<file path="config.mk">
export PLATFORM = sky130hd
export DESIGN_NAME = rpi_reg_xfer
export DESIGN_NICKNAME = d
export VERILOG_FILES = /design/src/rtl/rpi_reg_xfer.sv
export SDC_FILE = /design/constraint.sdc
export NUM_CORES = 1
export LEC_CHECK = 0
export ABC_AREA = 1
export CAP_MARGIN = 20
export CORE_MARGIN = 2
export CORE_UTILIZATION = 31
export CTS_BUF_LIST = sky130_fd_sc_hd__clkbuf_4 sky130_fd_sc_hd__clkbuf_8
export DETAILED_ROUTE_END_ITERATION = 10
export GPL_ROUTABILITY_DRIVEN = 0
export GPL_TIMING_DRIVEN = 0
export PLACE_DENSITY = 0.62
export SLEW_MARGIN = 20
export SYNTH_ARGS = -nofsm -noshare
export SYNTH_HDL_FRONTEND = slang
export SYNTH_SLANG_ARGS = --single-unit
</file>
<file path="constraint.sdc">
create_clock -name clk -period 3.34 [get_ports clk]
set_clock_uncertainty 0.15 [all_clocks]
set_input_delay 0.668 -clock clk [delete_from_list [all_inputs] [get_ports clk]]
set_output_delay 0.668 -clock clk [all_outputs]
set_load 0.01 [all_outputs]
</file>
<file path="src/rtl/rpi_reg_xfer.sv">
// Pi register transfer: the Pi moves one byte per 4-phase frame as two nibbles.
// Optional RPI_XFER_PARITY_EN adds a phase-3 check nibble (hi ^ lo) on reads and writes.
module rpi_reg_xfer (
  input  logic       clk,
  input  logic       reset,
  input  logic [3:0] din,
  input  logic [3:0] reg_sel,
  input  logic [7:0] ti_td,
  input  logic [7:0] ti_tc,
  output logic [3:0] dout,
  output logic [7:0] rd,
  output logic [7:0] rc,
  output logic       rd_stb,
  output logic       rc_stb,
  output logic       td_ack,
  output logic       perr,
  output logic [1:0] phase
);

  typedef enum logic [1:0] {
    PH0 = 2'd0,
    PH1 = 2'd1,
    PH2 = 2'd2,
    PH3 = 2'd3
  } phase_e;

  phase_e     phase_q, phase_d;
  logic [3:0] dout_q, dout_d;
  logic [7:0] hold_q, hold_d;
  logic [7:0] snap_q, snap_d;
  logic [7:0] rd_q, rd_d;
  logic [7:0] rc_q, rc_d;
  logic       rd_stb_q, rd_stb_d;
  logic       rc_stb_q, rc_stb_d;
  logic       td_ack_q, td_ack_d;

  logic       isRead;
  logic       isWrite;
  logic [7:0] srcByte;
  logic       checkOk;
  logic [3:0] readCheck;

  assign isRead  = (reg_sel == 4'h0) || (reg_sel == 4'h1);
  assign isWrite = (reg_sel == 4'h2) || (reg_sel == 4'h3);
  assign srcByte = reg_sel[0] ? ti_tc : ti_td;

`ifdef RPI_XFER_PARITY_EN
  logic perr_q, perr_d;

  assign checkOk   = (din == (hold_q[7:4] ^ hold_q[3:0]));
  assign readCheck = snap_q[7:4] ^ snap_q[3:0];
  assign perr      = perr_q;

  always_ff @(posedge clk or negedge reset) begin
    if (!reset) perr_q <= 1'b0;
    else        perr_q <= perr_d;
  end

  always_comb begin
    perr_d = perr_q;
    if (phase_q == PH3 && isWrite) perr_d = !checkOk;
  end
`else
  assign checkOk   = 1'b1;
  assign readCheck = 4'h0;
  assign perr      = 1'b0;
`endif

  always_ff @(posedge clk or negedge reset) begin
    if (!reset) begin
      phase_q  <= PH0;
      dout_q   <= 4'h0;
      hold_q   <= 8'h00;
      snap_q   <= 8'h00;
      rd_q     <= 8'h00;
      rc_q     <= 8'h00;
      rd_stb_q <= 1'b0;
      rc_stb_q <= 1'b0;
      td_ack_q <= 1'b0;
    end else begin
      phase_q  <= phase_d;
      dout_q   <= dout_d;
      hold_q   <= hold_d;
      snap_q   <= snap_d;
      rd_q     <= rd_d;
      rc_q     <= rc_d;
      rd_stb_q <= rd_stb_d;
      rc_stb_q <= rc_stb_d;
      td_ack_q <= td_ack_d;
    end
  end

  // Phase 0 belongs to the upstream select stage, so this block only idles there.
  always_comb begin
    phase_d  = PH0;
    dout_d   = dout_q;
    hold_d   = hold_q;
    snap_d   = snap_q;
    rd_d     = rd_q;
    rc_d     = rc_q;
    rd_stb_d = 1'b0;
    rc_stb_d = 1'b0;
    td_ack_d = 1'b0;
    unique case (phase_q)
      PH0: begin
        phase_d = PH1;
      end
      PH1: begin
        phase_d = PH2;
        dout_d  = 4'h0;
        if (isRead) begin
          snap_d = srcByte;
          dout_d = srcByte[7:4];
        end else if (isWrite) begin
          hold_d = {din, hold_q[3:0]};
        end
      end
      PH2: begin
        phase_d = PH3;
        dout_d  = 4'h0;
        if (isRead) dout_d = snap_q[3:0];
        else if (isWrite) hold_d = {hold_q[7:4], din};
      end
      PH3: begin
        phase_d = PH0;
        dout_d  = 4'h0;
        if (isRead) begin
          dout_d   = readCheck;
          td_ack_d = !reg_sel[0];
        end else if (isWrite && checkOk) begin
          if (reg_sel[0]) begin
            rc_d     = hold_q;
            rc_stb_d = 1'b1;
          end else begin
            rd_d     = hold_q;
            rd_stb_d = 1'b1;
          end
        end
      end
      default: phase_d = PH0;
    endcase
  end

  assign dout   = dout_q;
  assign rd     = rd_q;
  assign rc     = rc_q;
  assign rd_stb = rd_stb_q;
  assign rc_stb = rc_stb_q;
  assign td_ack = td_ack_q;
  assign phase  = phase_q;

endmodule

</file>
# == Word level (Yosys, flattened, before mapping) ==
# Cells that the tools add are included.
# op_classes
muxes,20
eq_ne,6
bitwise_logic,4
reduce_logical,11
# op_table
operator,n
2-to-1 mux 8 bit,3
2-to-1 mux 4 bit,4
case mux 8 bit (2 select lines),1
AND reduction 4 bit,4
case mux 4 bit (3 select lines),1
2-to-1 mux 1 bit,10
equality test 4 x 2 -> 1 bit (second input constant),2
case mux 2 bit (4 select lines),1
equality test 2 bit (second input constant),2
equality test 4 x 1 -> 1 bit (second input constant),1
logical NOT 4 bit,1
NOT 1 bit,4
nonzero test 3 bit,1
equality test 2 x 1 -> 1 bit (second input constant),1
logical NOT 2 bit,1
logical OR 1 bit,2
AND reduction 2 bit,1
logical NOT 1 bit,1
# word_totals
ff_bits,37

# == Logic depth before layout (Yosys ltp) ==
# logic_depth
ltp_word,5
ltp_mapped,7

# == Worst setup path before layout ==
# Ideal clock, no wire load.
# synth_path
path_kind,in2reg
startpoint,input reg_sel[3]
endpoint,"register rc_q[6], in the netlist rc[6]"
path_stages,5
slack_ns,1.797
t_arrival_ns,1.276
required_time_ns,3.072
path_cell_list,nor2_2 nand4_2 buf_6 nand2_1 o21ai_2
# synth_between
elab_chain_cells,4
# synth_lines
element,line,text
start: declaration,7,"input logic [3:0] reg_sel,"
equality test 4 x 1 -> 1 bit / logical NOT 4 bit (equally long branches),43,assign isRead = (reg_sel == 4'h0) || (reg_sel == 4'h1);
logical OR 1 bit,43,
NOT 1 bit (no line),--,
AND reduction 4 bit (no line) (*),--,
end signal: assignment,86,rc_q <= rc_d;
end: declaration,32,"logic [7:0] rc_q, rc_d;"
# Mark *: on every way between the ends. The rest lies on a longest branch, timed or not.
# A chain may end at the register's enable or synchronous reset.

# == Worst setup path after layout ==
# layout_path
startpoint,"register phase_q[1], in the netlist phase[1]"
endpoint,output phase[1]
# layout_lines
element,line,text
start: declaration,27,"phase_e phase_q, phase_d;"
start signal: assignment,81,phase_q <= phase_d;
end: declaration,17,output logic [1:0] phase
# No word-level cell between the ends.

==> results.toml <==
[clock_tree]
ctsResizeCount = 0
cts_tree = "done"
cts_inserted_buffers = 5
cts-htree-levels = 2
cts.reportedPaths.clkPinSlew_ns = 0.07
clk_latency_ns = 0.28
cts_setup_buffers = 0
hold_buffers = 0
clockBufferDepth = 2
cts_root_buf = "clkbuf_8"
clock-sinks = 37

[floorplanning]
die_h_um = 79.0
core_area_sq_mm = 0.00547
start_util_pct = 31.9
pin_count = 52
fp.dieW_um = 79.0
placement_rows = 27
die_area_sq_mm = 0.00624

[run]
maxCapViolCount = 0

[critical_path]
cp-end-kind = "output pin"
required_ns = 2.52
cp.buffers_inverters = 1
cp-start-kind = "register"
path_cells = "clkdlybuf4s50_1"
cp_max_fo = 5
cp_top_family = "buffers and inverters"
arrival_ns = 1.31
slowest_delay_ns = 0.57
crit_type = "register to output pin"
slowest_stage = "clkdlybuf4s50_1"

[sta]
max_freq_mhz = 471
drv_slew = 0
finalHoldViolations = 0
whs_ns = 0.176
setup_viol = 0
fin_crit_sh_pct = 63.6
rsz0062_at_grt = "false"
fin_crit_ns = 2.13
setup_tns_ns = 0

[worst_hold_path]
hold_path.class = "input pin to asynchronous set/reset pin"

[global_routing]
use_met3_pct = 4.20
grtUsageMet2_pct = 22.9
antenna_found_initial = 0
grt_max_degree = 20
grtUsageMet1_pct = 15.7
grt_overflow = 0
top_usage_layer = "met2"
grt_usage_pct = 13.4
grt_pass1_wl_mm = 6.38
first_global_vias = 1461

[power_and_ir_drop]
leakagePower_uw = 0.00130
netSwitchingFraction_pct = 23.4
p_per_area_mw_per_mm2 = 441
p_sw_uw = 255
p_clk_share_pct = 36.9
combPwrFrac_pct = 15.7
internal_power_uw = 836
peakVddDrop_v = 0.000218
pwr-share-seq_pct = 47.4

[route]
ant_nets = 0
drt_pass1_iterations = 4
viasPerCell = 4.31
drc = 0
avgRoutedWirePerCell_um = 10.7
via_count = 1469
drt_iter0_drc = 99
wirelength_mm = 3.64

[yosys]
ys_ff_latch = 37
synthDistinctLibCells = 19
synth-adder-area-share_pct = 4.30
synth_compound_area_share_pct = 5.16
yosys.area_share.simple_pct = 29.2
netlist_instances = 210
netlist_area_sq_mm = 0.00174
synth_top_family_by_area = "simple AND/OR/NAND/NOR gates"
synth_top_area_share_pct = 53.1
yosys-top-cells-area = "dfrtp_1 (53%), nand2_1 (19%), inv_1 (6.0%), nand3_1 (5.7%), ha_1 (4.3%)"
yosysWarnings = 0
synth_area_per_cell_sq_um = 8.31
synthMuxAreaShare_pct = 0
synth_area_leader_cell = "dfrtp_1"
synth-xor-area-share_pct = 0
yosysSeqAreaShare_pct = 53.1
syn-num-nets = 242

[final_layout]
multi_input_area_sq_um = 678
drive_gt1_share_pct = 11.2
layoutNonFillerInstCount = 341
synthToLayoutAreaGrowth_pct = 42.0
num_antenna_cells = 0
seq_area_sq_um = 926
fill_cells = 575
nets = 300

[placed_design]
dp_cells = 333
io_buffers = 50
hpwl_mm = 2.82

[run_status]
outcome = "complete, no violations"
[flip-flops by register name, summed over array words and instances (netlist names)]
register  cells
dout          4
hold_q        8
phase         2
rc            8
rc_stb        1
rd            8
rd_stb        1
snap_q        4
td_ack        1
[power by group through the flow]
stage | Clock, uW | Combinational, uW | Sequential, uW
2_1_floorplan | 0 | 65.6 | 532
3_3_place_gp | 0 | 169 | 527
3_5_place_dp | 0 | 175 | 527
4_1_cts | 419 | 175 | 518
5_1_grt | 442 | 195 | 523
6_report | 403 | 171 | 518
[per-layer routing]
metal	part of all wire (%)	up-vias	wire, um
met5	0	-	0
met1	44	666	1590
met2	48	47	1760
li1	-	751	-
met3	6.5	5	238
met4	1.2	0	44
[final timing paths]
path | startpoint | end | slack [ns] | cells after the start
setup reg to reg | phase[1] | rd[7] | 1.77 | 6
min in group clk | rd[4] | rd[4] | 0.32 | 2
max in group asynchronous | reset | phase[0] | 2.41 | 2
hold / removal | reset | rc[0] | 0.18 | 1
hold reg to reg | rd[4] | rd[4] | 0.32 | 2
setup / recovery | phase[1] | phase[1] | 1.21 | 1
[through the flow]
stage / util [%] / setup slack [ns] / cell area [sq um] / total power, uW
floorplan: - / 1.80 / 1740 / 597
global placement: 42.7 / 0.583 / 2330 / 697
detailed placement: 43.1 / 1.20 / 2360 / 702
CTS: 45.3 / 1.19 / 2480 / 1110
global route: 45.3 / 1.17 / 2480 / 1160
finish: 45.3 / 1.21 / 2480 / 1090
[synthesized netlist by cell type (all sizes together)]
library cell  count
or2               1
inv              29
conb              1
nand2            91
nand3            20
nor2              7
nand4             1
buf               4
o21ai            12
ha                6
dfrtp            37
nor3              1
[placed cells by master, fill, tap and decap left out, drive strengths merged]
master,n
ha,6
bufinv,1
or2,1
conb,1
clkdlybuf4s50,49
dfrtp,37
nor3,1
nand3,20
clkbuf,7
inv,29
nor2,7
nand4,1
buf,6
nand2,91
o21ai,12
[final cells by class]
cell class	instances	area share [%]
flip-flops and latches	37	37.4
inverters	29	4.39
multi-input cells	140	27.4
well taps	72	3.64
clock inverters	1	1.21
repair buffers	51	21.1
clock buffers	7	3.64
plain buffers	4	1.26
[cells by family (layout without fill, tap and decap cells)]
family,Yosys count,after routing
compound gates,12,12
fa+ha+maj,6,6
other cells,1,1
flops,37,37
buf+inv,33,92
simple gates,121,121
Power figures use the tool's default switching activity.
